### config.mk
export PLATFORM = sky130hd
export DESIGN_NAME = imem_pipe
export DESIGN_NICKNAME = d
export VERILOG_FILES = /design/src/rtl/imem_pipe.sv
export SDC_FILE = /design/constraint.sdc
export NUM_CORES = 2
export LEC_CHECK = 0
export CAP_MARGIN = 20
export CELL_PAD_IN_SITES_DETAIL_PLACEMENT = 0
export CELL_PAD_IN_SITES_GLOBAL_PLACEMENT = 2
export CORE_MARGIN = 4
export CORE_UTILIZATION = 31
export DETAILED_ROUTE_END_ITERATION = 6
export PLACE_DENSITY_LB_ADDON = 0.1
export SYNTH_ARGS = -nofsm -noshare
export SYNTH_HDL_FRONTEND = slang
export SYNTH_SLANG_ARGS = --single-unit
### constraint.sdc
create_clock -name clk_i -period 5.25 [get_ports clk_i]
set_input_delay 1.575 -clock clk_i [delete_from_list [all_inputs] [get_ports clk_i]]
set_output_delay 1.575 -clock clk_i [all_outputs]
set_load 0.02 [all_outputs]
### src/rtl/imem_pipe.sv
// imem_pipe: pipelined RV32I instruction memory with a valid/ready fetch port,
// fault flagging, flush and a word-wide program-load port.
module imem_pipe #(
  parameter int unsigned DEPTH_WORDS = 64,
  parameter int unsigned ADDR_W      = 32,
  parameter int unsigned LATENCY     = 1,
  parameter logic [31:0] BASE_ADDR   = 32'h0000_0000,
  parameter string       INIT_FILE   = "",
  parameter logic [31:0] FAULT_WORD  = 32'h0000_0013,
  localparam int unsigned AW         = $clog2(DEPTH_WORDS)
) (
  input  logic              clk_i,
  input  logic              rst_ni,
  input  logic              req_valid_i,
  output logic              req_ready_o,
  input  logic [ADDR_W-1:0] req_addr_i,
  output logic              rsp_valid_o,
  input  logic              rsp_ready_i,
  output logic [31:0]       rsp_data_o,
  output logic              rsp_misalign_o,
  output logic              rsp_oob_o,
  input  logic              flush_i,
  input  logic              load_en_i,
  input  logic [AW-1:0]     load_addr_i,
  input  logic [31:0]       load_data_i,
  output logic [15:0]       fault_cnt_o
);

  localparam int L = LATENCY;

  logic [31:0]       mem [DEPTH_WORDS];
  logic [L-1:0]      vld;
  logic [L-1:0]      mis;
  logic [L-1:0]      oob;
  logic [31:0]       dat [L];
  logic [15:0]       fault_cnt_q;

  logic [ADDR_W-1:0] off;
  logic [AW-1:0]     req_idx;
  logic              req_mis;
  logic              req_oob;
  logic [31:0]       req_word;
  logic              stall;
  logic              adv;
  logic              accept;
  logic              fault_inc;

  // Offset wraps modulo 2^ADDR_W, so addresses below BASE_ADDR land out of range.
  assign off      = req_addr_i - ADDR_W'(BASE_ADDR);
  assign req_idx  = off[AW+1:2];
  assign req_mis  = |off[1:0];
  assign req_oob  = |off[ADDR_W-1:AW+2];
  assign req_word = (req_mis || req_oob) ? FAULT_WORD : mem[req_idx];

  assign stall       = rsp_valid_o && !rsp_ready_i;
  assign adv         = !stall || flush_i;
  assign req_ready_o = !load_en_i && adv;
  assign accept      = req_valid_i && req_ready_o;

  always_ff @(posedge clk_i) begin
    if (load_en_i) mem[load_addr_i] <= load_data_i;
  end

  // Data registers only load when a valid entry moves in, so outputs hold
  // their last delivered value while the pipe is empty.
  always_ff @(posedge clk_i or negedge rst_ni) begin
    if (!rst_ni) begin
      vld <= '0;
      mis <= '0;
      oob <= '0;
      for (int k = 0; k < L; k++) dat[k] <= '0;
    end else if (adv) begin
      vld[0] <= accept;
      if (accept) begin
        dat[0] <= req_word;
        mis[0] <= req_mis;
        oob[0] <= req_oob;
      end
      for (int k = 1; k < L; k++) begin
        vld[k] <= vld[k-1] && !flush_i;
        if (vld[k-1] && !flush_i) begin
          dat[k] <= dat[k-1];
          mis[k] <= mis[k-1];
          oob[k] <= oob[k-1];
        end
      end
    end
  end

  assign rsp_valid_o    = vld[L-1];
  assign rsp_data_o     = dat[L-1];
  assign rsp_misalign_o = mis[L-1];
  assign rsp_oob_o      = oob[L-1];

  // A flush at the handshake edge discards the response, so it is not counted.
  assign fault_inc = rsp_valid_o && rsp_ready_i && !flush_i &&
                     (rsp_misalign_o || rsp_oob_o);

  always_ff @(posedge clk_i or negedge rst_ni) begin
    if (!rst_ni) begin
      fault_cnt_q <= '0;
    end else if (fault_inc && (fault_cnt_q != 16'hFFFF)) begin
      fault_cnt_q <= fault_cnt_q + 16'd1;
    end
  end

  assign fault_cnt_o = fault_cnt_q;

endmodule

After elaboration in Yosys (flattened, before gate mapping). Memory sizes are Yosys's and may differ from the RTL's. Index checks and enable logic that the tools add are counted.

Add/sub/neg operators: 1. Equal/unequal tests: 1. Muxes and demuxes: 3. Reductions and logical operators: 17.

Operators with widths (number): $mux W32 (1); $reduce_or A24 Y1 (1); $add A16 B1 Y16 const B (1); $ne A16 B16 Y1 const B (1); $logic_and A1 B1 Y1 (7); $logic_not A1 Y1 (4); $logic_or A1 B1 Y1 (3); $mux W1 (2); $reduce_and A2 Y1 (1); $reduce_or A2 Y1 (1).

Register bits after elaboration: 51. Memory bits (writable): 2048. Output and inout bits: 52. Memories: 1.

Memory list: mem (depth 64, bits a word 32, read ports 1, clocked after memory_dff 0, wr ports 1, line 31) `logic [31:0] mem [DEPTH_WORDS];`.

Logic depth before layout (Yosys ltp).
Word-level depth: 7. Depth in mapped cells: 12.

Least setup slack after synthesis. Ideal clock, no wire load.

Path kind: input to register. From: in load_addr_i[3]. To: mem mem[48][0] (enable). Data arrival time: 4.300 ns. Required time: 4.789 ns. Setup slack: 0.489 ns. Cell stages on the path: 4. Buffers on the path: 1. Cell sequence: clkbuf_1 -> nor2b_1 -> nand4b_1 -> nor3_1.

RTL lines: start: declaration (line 24) `input logic [AW-1:0] load_addr_i,`; end: declaration (line 31).

Straight into the memory's write port.

Final worst setup path.
From: in rsp_ready_i. To: out req_ready_o.

Longest elaborated chain between the ends: 5.

RTL lines: start: declaration (line 18) `input logic rsp_ready_i,`; $logic_not A1 Y1 (line 55) `assign stall = rsp_valid_o && !rsp_ready_i;`; $logic_and A1 B1 Y1 (line 55); $logic_not A1 Y1 (line 56) `assign adv = !stall || flush_i;`; $logic_or A1 B1 Y1 (line 56); $logic_and A1 B1 Y1 (line 57) `assign req_ready_o = !load_en_i && adv;`; end: declaration (line 15) `output logic req_ready_o,`.

No other way between the ends.

==> flow_summary.json <==
{
  "dp_hpwl_um": 149000,
  "ys_warn_count": 0,
  "remaining_drc_errors": 0,
  "cts_sinks": 2099,
  "routedWlPerCell_um": 33.71,
  "clock.fmax_mhz": 220.8,
  "cp-startpoint": "rsp_ready_i",
  "synth_nets": 3774,
  "postRouteAntennaNets": 0,
  "crit_family": "buffers and inverters",
  "grt_use_met1_pct": 26.92,
  "pre_cts_ws_ns": 0.2507,
  "met2_usage_pct": 31.34,
  "syn_area_per_cell_um2": 21.79,
  "cp.arrival_ns": 2.95,
  "ctsHoldBuffers": 0,
  "startpoint_type": "input pin",
  "num-fill-cells": 23450,
  "run_status": "complete, no violations",
  "cts-root-buf": "clkbuf_16",
  "hp-start": "fault_cnt_o[9]$_DFFE_PN0P_",
  "post_cts_resized": 0,
  "drt_iter0_drc": 3580,
  "syn_to_final_growth_pct": 18.08,
  "drive_gt1_share_pct": 25.22,
  "synth_cell_type_count": 59,
  "dieArea_mm2": 0.2681,
  "die_x_um": 517.7,
  "synthCells": 3697,
  "slowest_delay_ns": 0.55,
  "ys_seq_area_share_pct": 77.94,
  "finClkSkew_ns": 0.03844,
  "holdCritPathClass": "flop to flop",
  "cts_tree": "built",
  "rows": 186,
  "drt-pass1-iter-count": 5,
  "grt_max_degree": 70,
  "worstSkewPairLatency_ns": 0.86,
  "min_period_ns": 4.529,
  "grt_use_met3_pct": 2.360,
  "drt_wl_total_um": 258500,
  "synthesis.area_mm2": 0.08055,
  "ys.flop_type": "edfxtp_1",
  "async_flop_share_pct": 2.430,
  "final_util_pct": 36.92,
  "finalNetCount": 4154,
  "portBuffers": 127,
  "slowest_stage": "clkdlybuf4s50_1",
  "critical_path_buf_inv_count": 2,
  "vias": 39730,
  "period_share_pct": 86.26,
  "worstRegToRegCells": 7,
  "initial_core_util_pct": 31.27,
  "grt_pass1_vias": 41120,
  "finalWorstSetupSlack_ns": 0.7214,
  "p_leak_nw": 30.16,
  "power.density_mw_per_mm2": 376.9,
  "grt_usage_pct": 18.98,
  "synth-edff-count": 2048,
  "drv_slew": 0,
  "cp_common_cell": "clkdlybuf4s50_1",
  "r2r-start": "rsp_valid_o$_DFFE_PN0P_",
  "busiest_layer": "met2",
  "cts_made_buffers": 229,
  "ir_drop_mv": 0.3234,
  "path_clk_slew_ns": 0.06,
  "via_per_inst": 5.181,
  "ios": 128,
  "rsz0062_at_grt": "false",
  "hold_path_depth": 1,
  "worstPathRequired_ns": 3.68,
  "grt_antenna_before_repair": 24,
  "max_slew_margin_pct": 14.73,
  "grt-ovfl-total": 0,
  "synth-seq-cells": 2099,
  "cp_max_fo": 3,
  "place.gp.congestion": 0.7355,
  "postCtsSetupRepairBufs": 0,
  "dieHeight_um": 517.7,
  "path_class": "input pin to primary output",
  "htreeDepth": 4,
  "cp_cell_sequence": "clkdlybuf4s50_1 > nor3b_1 > nor2_1 > clkdlybuf4s50_1",
  "cap_violations": 0,
  "setup_viol": 0,
  "setup.worst_path.end_class": "primary output",
  "tns_ns": 0,
  "core_mm2": 0.2576,
  "cp_num_cells": 4,
  "worstMarginPinSlew_ns": 1.275,
  "hold_violations": 0,
  "grt_first_pass_wirelength_um": 355900,
  "clock_path_buffers": 3
}
## kinds of logic after synthesis
logic type                 synth area share (%)
adders and majority gates               0.01553
buffers and inverters                     1.460
xor gates and xnor gates                 0.1522
and+or+nand+nor                           1.706
DFF                                       77.94
muxes                                     15.45
AOI/OAI and AO/OA                         3.285
## synthesized netlist by cell type (all sizes together) (7+ instances only)
cell | number | area, µm²
nor2b | 16 | 100.1
o32ai | 19 | 166.4
mux2 | 9 | 101.4
xnor2 | 9 | 78.83
o221ai | 42 | 367.9
nand4 | 15 | 93.84
a21boi | 19 | 142.6
a31oi | 20 | 125.1
dfrtp | 51 | 1276
nor2 | 95 | 356.6
edfxtp | 2048 | 61500
clkbuf | 77 | 289.0
o21ai | 13 | 65.06
a22o | 38 | 332.8
a221o | 19 | 190.2
mux2i | 308 | 3083
nand3 | 44 | 220.2
nor4 | 7 | 43.79
nand2b | 7 | 43.79
a32oi | 19 | 166.4
buf | 129 | 800.8
o22ai | 27 | 168.9
a21oi | 27 | 135.1
nor3 | 26 | 135.1
mux4 | 411 | 9256
clkinv | 19 | 71.32
a211oi | 10 | 75.07
nand2 | 40 | 150.1
a22oi | 80 | 600.6
## final timing paths
check	slack, ns	endpoint
min	0.49	fault_cnt_o[9]$_DFFE_PN0P_
max in group asynchronous	3.98	rsp_data_o[29]$_DFFE_PN0P_
min in group asynchronous	0.60	rsp_data_o[24]$_DFFE_PN0P_
max	0.72	req_ready_o
min reg2reg	0.49	fault_cnt_o[9]$_DFFE_PN0P_
max reg2reg	2.11	rsp_data_o[25]$_DFFE_PN0P_
## power by group
part           switching [mW]  total, mW  internal (mW)
clock                    6.68       15.4           8.73
combinational            1.20       1.87          0.670
sequential             0.0431       18.6           18.5
total                    7.93       35.8           27.9
## stage by stage
step | hold WS [ns] | cells | total power [mW] | cell area, µm²
finish | 0.4938 | 7669 | 35.85 | 95110
global route | 0.5213 | 7665 | 37.14 | 95100
CTS | 0.5012 | 7651 | 36.34 | 95010
detailed placement | 0.4913 | 7226 | 20.83 | 87870
global placement | 0.4868 | 7221 | 20.82 | 87810
floorplan | 0.5937 | 3697 | 19.84 | 80550
## cell type report
type	instances	area, µm²	share of cell area, %
multi-input cells	1369	17130	18.01
clock buffers	307	6228	6.549
repair buffers	355	3711	3.902
flip-flops and latches	2099	62780	66.00
clock inverters	118	909.6	0.9564
well taps	3384	4234	4.452
diodes	14	35.03	0.03683
inverters	23	88.84	0.09340
## placed cells by master, fill, tap and decap left out, types with 27 or more instances in the layout
cell and n:
clkdlybuf4s50_1 88, a22o_1 38, a22oi_1 80, mux4_2 411, clkbuf_1 62, clkinv_1 75
buf_4 155, nor2_1 28, edfxtp_1 2048, o22ai_1 27, nand3_1 44, mux2i_1 308
o221ai_1 42, clkbuf_16 233, nor2_4 65, nand2_1 39, dfrtp_1 51, a21oi_1 27
buf_2 37, clkinv_2 36, buf_12 70
## routing by layer
layer	vias up	wire, µm
met4	2	5686
li1	16500	-
met3	312	8937
met1	22060	118500
met2	864	125300
met5	-	13
## registers in the layout, summed over array words and instances, names as in the netlist
register,flops
rsp_oob_o,1
mem,2048
rsp_data_o,32
rsp_misalign_o,1
fault_cnt_o,16
rsp_valid_o,1
Power figures use the tool's default switching activity.
